**config.mk**
```make
export PLATFORM = sky130hd
export DESIGN_NAME = line_fill_unit
export DESIGN_NICKNAME = d
export VERILOG_FILES = /design/src/rtl/line_fill_unit.sv
export SDC_FILE = /design/constraint.sdc
export NUM_CORES = 1
export LEC_CHECK = 0
export BUFFER_PORTS_ARGS = -buffer_cell sky130_fd_sc_hd__buf_2
export CORE_AREA = 2 2 170 172
export CTS_BUF_LIST = sky130_fd_sc_hd__clkbuf_4
export CTS_CLUSTER_SIZE = 28
export DETAILED_ROUTE_END_ITERATION = 7
export DIE_AREA = 0 0 172 174
export GPL_TIMING_DRIVEN = 0
export PLACE_DENSITY = 0.71
export SYNTH_ARGS = -nofsm -noshare
export SYNTH_HDL_FRONTEND = slang
export SYNTH_SLANG_ARGS = --single-unit
```
**constraint.sdc**
```tcl
create_clock -name clk -period 1.5 [get_ports clk]
set_clock_uncertainty 0.15 [all_clocks]
set_input_delay 0 -clock clk [delete_from_list [all_inputs] [get_ports clk]]
set_output_delay 0 -clock clk [all_outputs]
set_load 0.02 [all_outputs]
```
**src/rtl/line_fill_unit.sv**
```systemverilog
// Cache miss-service stage: optional dirty-victim writeback, beat-wise line fill,
// then a single-cycle commit of the assembled line into the data array.
module line_fill_unit #(
  parameter int WIDTH      = 128,
  parameter int BEAT_WIDTH = 64,
  localparam int BEATS     = WIDTH / BEAT_WIDTH
) (
  input  logic                  clk,
  input  logic                  rst_n,
  input  logic                  req_valid,
  output logic                  req_ready,
  input  logic [2:0]            req_index,
  input  logic                  req_wb,
  input  logic [11:0]           req_fill_line,
  input  logic [11:0]           req_victim_line,
  input  logic [WIDTH-1:0]      req_victim_data,
  output logic                  mem_read,
  output logic                  mem_write,
  output logic [15:0]           mem_addr,
  output logic [BEAT_WIDTH-1:0] mem_wdata,
  input  logic [BEAT_WIDTH-1:0] mem_rdata,
  input  logic                  mem_resp,
  output logic                  arr_write,
  output logic [2:0]            arr_index,
  output logic [WIDTH-1:0]      arr_datain,
  output logic                  done
);

  localparam int KW = (BEATS > 1) ? $clog2(BEATS) : 1;

  typedef enum logic [1:0] {
    IDLE   = 2'd0,
    WB     = 2'd1,
    FILL   = 2'd2,
    COMMIT = 2'd3
  } state_t;

  state_t          state_r, state_nxt_s;
  logic [KW-1:0]   k_r;
  logic [2:0]      index_r;
  logic [11:0]     fill_line_r;
  logic [11:0]     victim_line_r;
  logic [WIDTH-1:0] victim_r;
  logic [WIDTH-1:0] buf_r;
  logic            last_beat_s;

  assign last_beat_s = (k_r == KW'(BEATS - 1));

  // Next-state decode; responses only advance the machine while a beat is outstanding
  always_comb begin
    state_nxt_s = state_r;
    case (state_r)
      IDLE: begin
        if (req_valid) begin
          state_nxt_s = req_wb ? WB : FILL;
        end else begin
          state_nxt_s = IDLE;
        end
      end
      WB: begin
        if (mem_resp && last_beat_s) begin
          state_nxt_s = FILL;
        end else begin
          state_nxt_s = WB;
        end
      end
      FILL: begin
        if (mem_resp && last_beat_s) begin
          state_nxt_s = COMMIT;
        end else begin
          state_nxt_s = FILL;
        end
      end
      COMMIT:  state_nxt_s = IDLE;
      default: state_nxt_s = IDLE;
    endcase
  end

  // Output decode purely from registered state, so outputs hold steady within a beat
  always_comb begin
    req_ready  = 1'b0;
    mem_read   = 1'b0;
    mem_write  = 1'b0;
    mem_addr   = 16'h0000;
    mem_wdata  = '0;
    arr_write  = 1'b0;
    done       = 1'b0;
    arr_index  = index_r;
    arr_datain = buf_r;
    case (state_r)
      IDLE: req_ready = 1'b1;
      WB: begin
        mem_write = 1'b1;
        mem_addr  = {victim_line_r, 4'b0000} + 16'(k_r) * 16'(BEAT_WIDTH / 8);
        mem_wdata = victim_r[int'(k_r) * BEAT_WIDTH +: BEAT_WIDTH];
      end
      FILL: begin
        mem_read = 1'b1;
        mem_addr = {fill_line_r, 4'b0000} + 16'(k_r) * 16'(BEAT_WIDTH / 8);
      end
      COMMIT: begin
        arr_write = 1'b1;
        done      = 1'b1;
      end
      default: req_ready = 1'b0;
    endcase
  end

  // State, beat counter, captured request and assembly buffer
  always_ff @(posedge clk) begin
    if (!rst_n) begin
      state_r       <= IDLE;
      k_r           <= '0;
      index_r       <= 3'd0;
      fill_line_r   <= 12'h000;
      victim_line_r <= 12'h000;
      victim_r      <= '0;
      buf_r         <= '0;
    end else begin
      state_r <= state_nxt_s;
      case (state_r)
        IDLE: begin
          if (req_valid) begin
            index_r       <= req_index;
            fill_line_r   <= req_fill_line;
            victim_line_r <= req_victim_line;
            victim_r      <= req_victim_data;
            k_r           <= '0;
          end
        end
        WB: begin
          if (mem_resp) begin
            k_r <= last_beat_s ? '0 : k_r + KW'(1);
          end
        end
        FILL: begin
          if (mem_resp) begin
            buf_r[int'(k_r) * BEAT_WIDTH +: BEAT_WIDTH] <= mem_rdata;
            k_r <= last_beat_s ? '0 : k_r + KW'(1);
          end
        end
        default: k_r <= k_r;
      endcase
    end
  end

endmodule
```
Word-level counts from Yosys, hierarchy flattened

Index checks and enable logic that the tools add are counted.

Output and inout bits: 216
Input bits: 224
Logic and storage cells: 42
Bits in registers: 286

Add/subtract/negate cells: 4
Muxes and demuxes: 16
Equality and inequality tests: 5
Shift operators: 3
Reduce and logical (&&, ||, !) cells: 7

Operators by type and width:

| cell                        | count |
|---|---|
| $bwmux W128                 | 1 |
| $shift A64 B33 Y128 const A | 1 |
| $shiftx A128 B8 Y64         | 1 |
| $shiftx A64 B33 Y128        | 1 |
| $mux W64                    | 1 |
| $neg A7 Y33                 | 1 |
| $add A16 B4 Y16             | 2 |
| $pmux W16 S2                | 1 |
| $mux W1                     | 8 |
| $pmux W2 S4                 | 1 |
| $mux W2                     | 3 |
| $eq A2 B2 Y1 const B        | 2 |
| $reduce_and A2 Y1           | 2 |
| $reduce_and A3 Y1           | 1 |
| $eq A2 B1 Y1 const B        | 1 |
| $logic_not A2 Y1            | 1 |
| $ne A2 B1 Y1 const B        | 1 |
| $ne A2 B2 Y1 const B        | 1 |
| $pmux W1 S2                 | 1 |
| $reduce_bool A2 Y1          | 1 |
| $reduce_or A2 Y1            | 1 |
| $add A1 B1 Y1 const B       | 1 |
| $logic_and A1 B1 Y1         | 1 |

Logic depth before layout (Yosys ltp)

Depth in word-level cells: 4
Depth in mapped cells: 7
Depth with buffers taken out: 5

Worst setup path before layout

OpenSTA, ideal clock, no wires.

Kind: reg-to-reg
Start point: register state_r[0]
End point: register victim_r[64]
Slack: -218 ps
Arrival time: 1498 ps
Cell stages (with the launch flop): 8
Path buffers: 2
Cells stage by stage: dfxtp_1 > inv_1 > ha_1 > nand2_1 > buf_2 > clkbuf_1 > nand2_1 > a21oi_1

Word-level cells in the longest chain between the ends: 2

RTL lines:

| what                               | RTL line | RTL |
|---|---|---|
| start: declaration                 | 38       | `state_t state_r, state_nxt_s;` |
| start signal: assignment           | 120      | `state_r <= state_nxt_s;` |
| $logic_not A2 Y1                   | 121      | `case (state_r)` |
| $reduce_and A2 Y1 (no source line) | -        |  |
| end signal: assignment             | 127      | `victim_r <= req_victim_data;` |
| end: declaration                   | 43       | `logic [WIDTH-1:0] victim_r;` |

Every way passes these cells.
A chain may end at the register's enable or synchronous reset.

Final worst setup path

Start point: register state_r[1]
End point: register buf_r[27], in the netlist arr_datain[27]

Word-level cells in the longest chain between the ends: 2

RTL lines:

| what                               | RTL line | RTL |
|---|---|---|
| $eq A2 B2 Y1                       | 121      |  |
| $reduce_and A2 Y1 (no source line) | -        |  |
| end signal: indexed assignment     | 138      | `buf_r[int'(k_r) * BEAT_WIDTH +: BEAT_WIDTH] <= mem_rdata;` |
| end: declaration                   | 44       | `logic [WIDTH-1:0] buf_r;` |

Every way passes these cells.

==> reports/metrics.yaml <==
run_status:
  outcome: "finished with violations"
  violated_checks: "negative setup slack"
logic_synthesis:
  mux_share_of_post_synthesis_cell_area_pct: 5.68
  synthTopCellsByArea: "dfxtp_1 (51%), nand2_1 (19%), a21oi_1 (13%)"
  netlist_top_cells_count: "nand2_1 (569), dfxtp_1 (286), a21oi_1 (284)"
  synth.ff_latch_count: 286
  synth_edf_count: 0
  synth_top_family_by_area: "simple AND/OR/NAND/NOR gates"
  yosys.cell_types.count: 28
  yosysTopAreaCellShare_pct: 50.8
  syn-cell-area_um2: 11300
  ys_seq_area_share_pct: 50.8
  adder_and_majority_cell_fraction_of_the_synthesized_area_pct: 0.777
  synth.largest_area_cell: "dfxtp_1"
  netlist_instances: 1435
  ys.flop_type: "dfxtp_1"
  post_synth_and_or_nand_nor_area_fraction_pct: 23.8
  syn_avg_cell_area_um2: 7.85
  most_frequent_cell_after_synthesis: "nand2_1"
  postSynth.asyncResetShare_pct: 0
  synth_xor_xnor_area_share_pct: 0
  synth-compound-area-share_pct: 13.9
  yosysWarnings: 0
job:
  max_cap_viols: 0
pwr:
  powerDensity_nw_per_um2: 898
  intPower_mw: 13.7
  netSwitchingPower_mw: 6.38
  clockPowerShare_pct: 36.3
  p_leak_nw: 9.33
  switching_share_pct: 31.7
  power.total_mw: 20.1
  combinational_power_share_pct: 22.4
  sequential_fraction_of_design_power_pct: 41.4
  ir_worst_vdd_v: 0.000612
grt:
  first_global_vias: 16749
  first_pass_grt_wire_length_um: 89900
  grt_antenna_before_repair: 19
  maximum_number_of_pins_on_one_net_before_global_route_repair: 12
  overall_routing_resource_usage_pct: 39.1
  gr-total-overflow: 0
sta:
  max_freq_mhz: 424
  grt_setup_unrepaired: "true"
  final_period_minus_worst_setup_slack_ps: 2360
  hold_viol: 0
  maxSlewViolCount: 0
  layout_setup_ws_ps: -860
  fin_setup_tns_ps: -166210
  layout_worst_path_cycle_share_pct: 157
  report.final.setup_viol: 370
  max-slew-margin-rel_pct: 41.4
  worstMarginPinSlew_ps: 880
routing:
  dr_total_vias: 16549
  firstDrtPassIters: 6
  wl_per_cell_um: 23.6
  route.final.wire_length_um: 68500
  drt.antenna.violating_nets: 0
  drtIter0Drc: 1702
  remaining_drc_errors: 0
  post_drt_via_cell_ratio: 5.69
min_path:
  timing.hold.worst.start: "req_valid"
  end_point_of_the_worst_hold_path: "state_r[0]$_SDFF_PN0_"
  cell_depth_of_the_worst_min_delay_path: 4
  min_path_type: "input port to flop"
die:
  initial_utilization_pct: 39.9
  die_height_um: 174
  top_level_ports: 440
  core_area_um2: 28200
  floorplan.die_area_um2: 29900
  die_width_um: 172
  floorplan.rows: 62
critical_path:
  cp_common_cell: "buf_6"
  worst_reg_to_reg_path_cell_count: 11
  cp_max_fo: 5
  worst_setup_path_start_kind: "flop"
  critPathArrivalTime_ps: 2820
  r2r_end: "arr_datain[27]$_SDFFE_PN0P_"
  setup.worst_path.end_class: "flop"
  r2r_slack_ps: -860
  critical_path_required_ps: 1960
  worst_path_max_delay_cell: "dfxtp_4"
  timing.critical_path.cells: "buf_4 > buf_6 > ha_4 > buf_4 > buf_6 > nand3b_1 > buf_6 > buf_6 > buf_6 > nand2_1 > a21oi_1"
  regToRegStartpoint: "state_r[1]$_SDFF_PN0_"
  maximum_single_stage_delay_on_the_critical_path_ps: 390
  criticalPathCategory: "flop to flop"
layout:
  postLayoutCellArea_um2: 22400
  drive_above_1_share_pct: 39.1
  area_growth_pct: 98.8
  layout.nets: 2687
placement:
  placement_setup_slack_ps: -692
  gp_congestion: 0.883
  placed_area_um2: 14100
  detailed_place_hpwl_um: 29100
  placement.io_buffers: 435
clocking:
  clk-insertion-delay-late_ps: 700
  clock_path_buffers: 3
  cts_bufs_inserted: 77
  tritoncts: "done"
  clock_slew_seen_by_the_registers_of_the_worst_setup_and_hold_paths_ps: 80
  clock_tree.root_cell: "clkbuf_4"
  clock_sinks: 286
  cts_max_level: 3
## cell usage in the layout (no fill, tap or decap), drive strengths merged, types with 2 or more instances in the layout
| cell type | Yosys | routed |
|---|---|---|
| nor2b | 76 | 76 |
| buf | 72 | 564 |
| nand3b | 2 | 2 |
| nand3 | 2 | 2 |
| dfxtp | 286 | 286 |
| clkbuf | 43 | 154 |
| conb | 1 | 3 |
| dlygate4sd3 | 0 | 444 |
| clkinvlp | 0 | 3 |
| a21oi | 284 | 284 |
| diode | 0 | 15 |
| nand2 | 569 | 569 |
| mux2i | 64 | 64 |
| inv | 4 | 6 |
| and3 | 2 | 2 |
| ha | 7 | 7 |
| clkinv | 1 | 16 |
| a22oi | 12 | 12 |
## final cells by class
class	instances	area (µm²)
Antenna cell	15	37.5
Inverter	5	28.8
Clock inverter	21	120
Timing Repair Buffer	943	7900
Fill cell	1477	5830
Tap cell	384	480
Buffer	112	1010
Multi-Input combinational cell	1031	6280
Clock buffer	109	818
Sequential cell	286	5730
## power groups by stage
stage / Sequential (mW) / Clock, mW / Combinational [mW]
detailed placement: 8.36 / 0 / 2.29
global placement: 8.34 / 0 / 2.25
floorplan: 8.41 / 0 / 1.30
finish: 8.32 / 7.30 / 4.50
global route: 8.33 / 7.73 / 4.70
CTS: 8.21 / 6.93 / 3.67
## layer usage
layer  up-vias  global-route usage, %  wire [µm]  share of wire, %
li1       6761                      -          -                 -
met1      7519                   36.1      21000                31
met2      1604                   65.0      31900                47
met3       651                   17.7       8480                12
met4        14                   33.5       6960                10
met5         -                  0.502        151              0.22
## logic make-up (layout without fill, tap and decap cells)
logic type	count (synthesis)	in the layout
compound gates	302	302
other cells	1	18
simple gates	655	655
flops	286	286
fa+ha+maj	7	7
mux	64	64
buf+inv	120	1190
## worst max-delay path, delay by kind of cell, from the launching register on
kind	cells	cell delay, ps
AOI/OAI and AO/OA	1	330
adders and majority gates	1	170
buffers and inverters	7	890
DFF	1	390
and+or+nand+nor	2	330
## metrics by stage
stage               instances  hold WS (ps)  util, %
floorplan                1437         -14.0        -
global placement         2256          92.2     49.8
detailed placement       2256          97.0     49.8
CTS                      2862          9.05     74.3
global route             2902           110     79.3
finish                   2906          95.1     79.4
## worst max-delay path by stage
stage                               start                          end  slack [ps]  cells past startpoint
finish              state_r[1]$_SDFF_PN0_  arr_datain[27]$_SDFFE_PN0P_        -860                     11
CTS                 state_r[1]$_SDFF_PN0_                 mem_addr[13]        -670                      6
global placement    state_r[1]$_SDFF_PN0_                 mem_wdata[1]        -690                      5
global route        state_r[1]$_SDFF_PN0_  arr_datain[27]$_SDFFE_PN0P_       -1130                     11
floorplan           state_r[1]$_SDFF_PN0_   victim_r[100]$_SDFFE_PN0P_          20                      7
detailed placement  state_r[1]$_SDFF_PN0_                 mem_wdata[1]        -690                      5
## registers in the layout, summed over array words and instances (netlist names)
| register | cells |
|---|---|
| arr_datain | 128 |
| victim_r | 128 |
| fill_line_r | 12 |
| victim_line_r | 12 |
| arr_index | 3 |
| state_r | 2 |
| k_r | 1 |
## timing repair
| action | in CTS | in global routing |
|---|---|---|
| endpoints found under the hold margin | 286 | 0 |
| cloned | 15 | 10 |
| endpoints found under the setup margin | 363 | 370 |
| gates resized for setup | 297 | 307 |
| hold buffers | 444 | 0 |
| pin swaps | 13 | 40 |
| setup buffers | 17 | 22 |
Power figures use the tool's default switching activity.
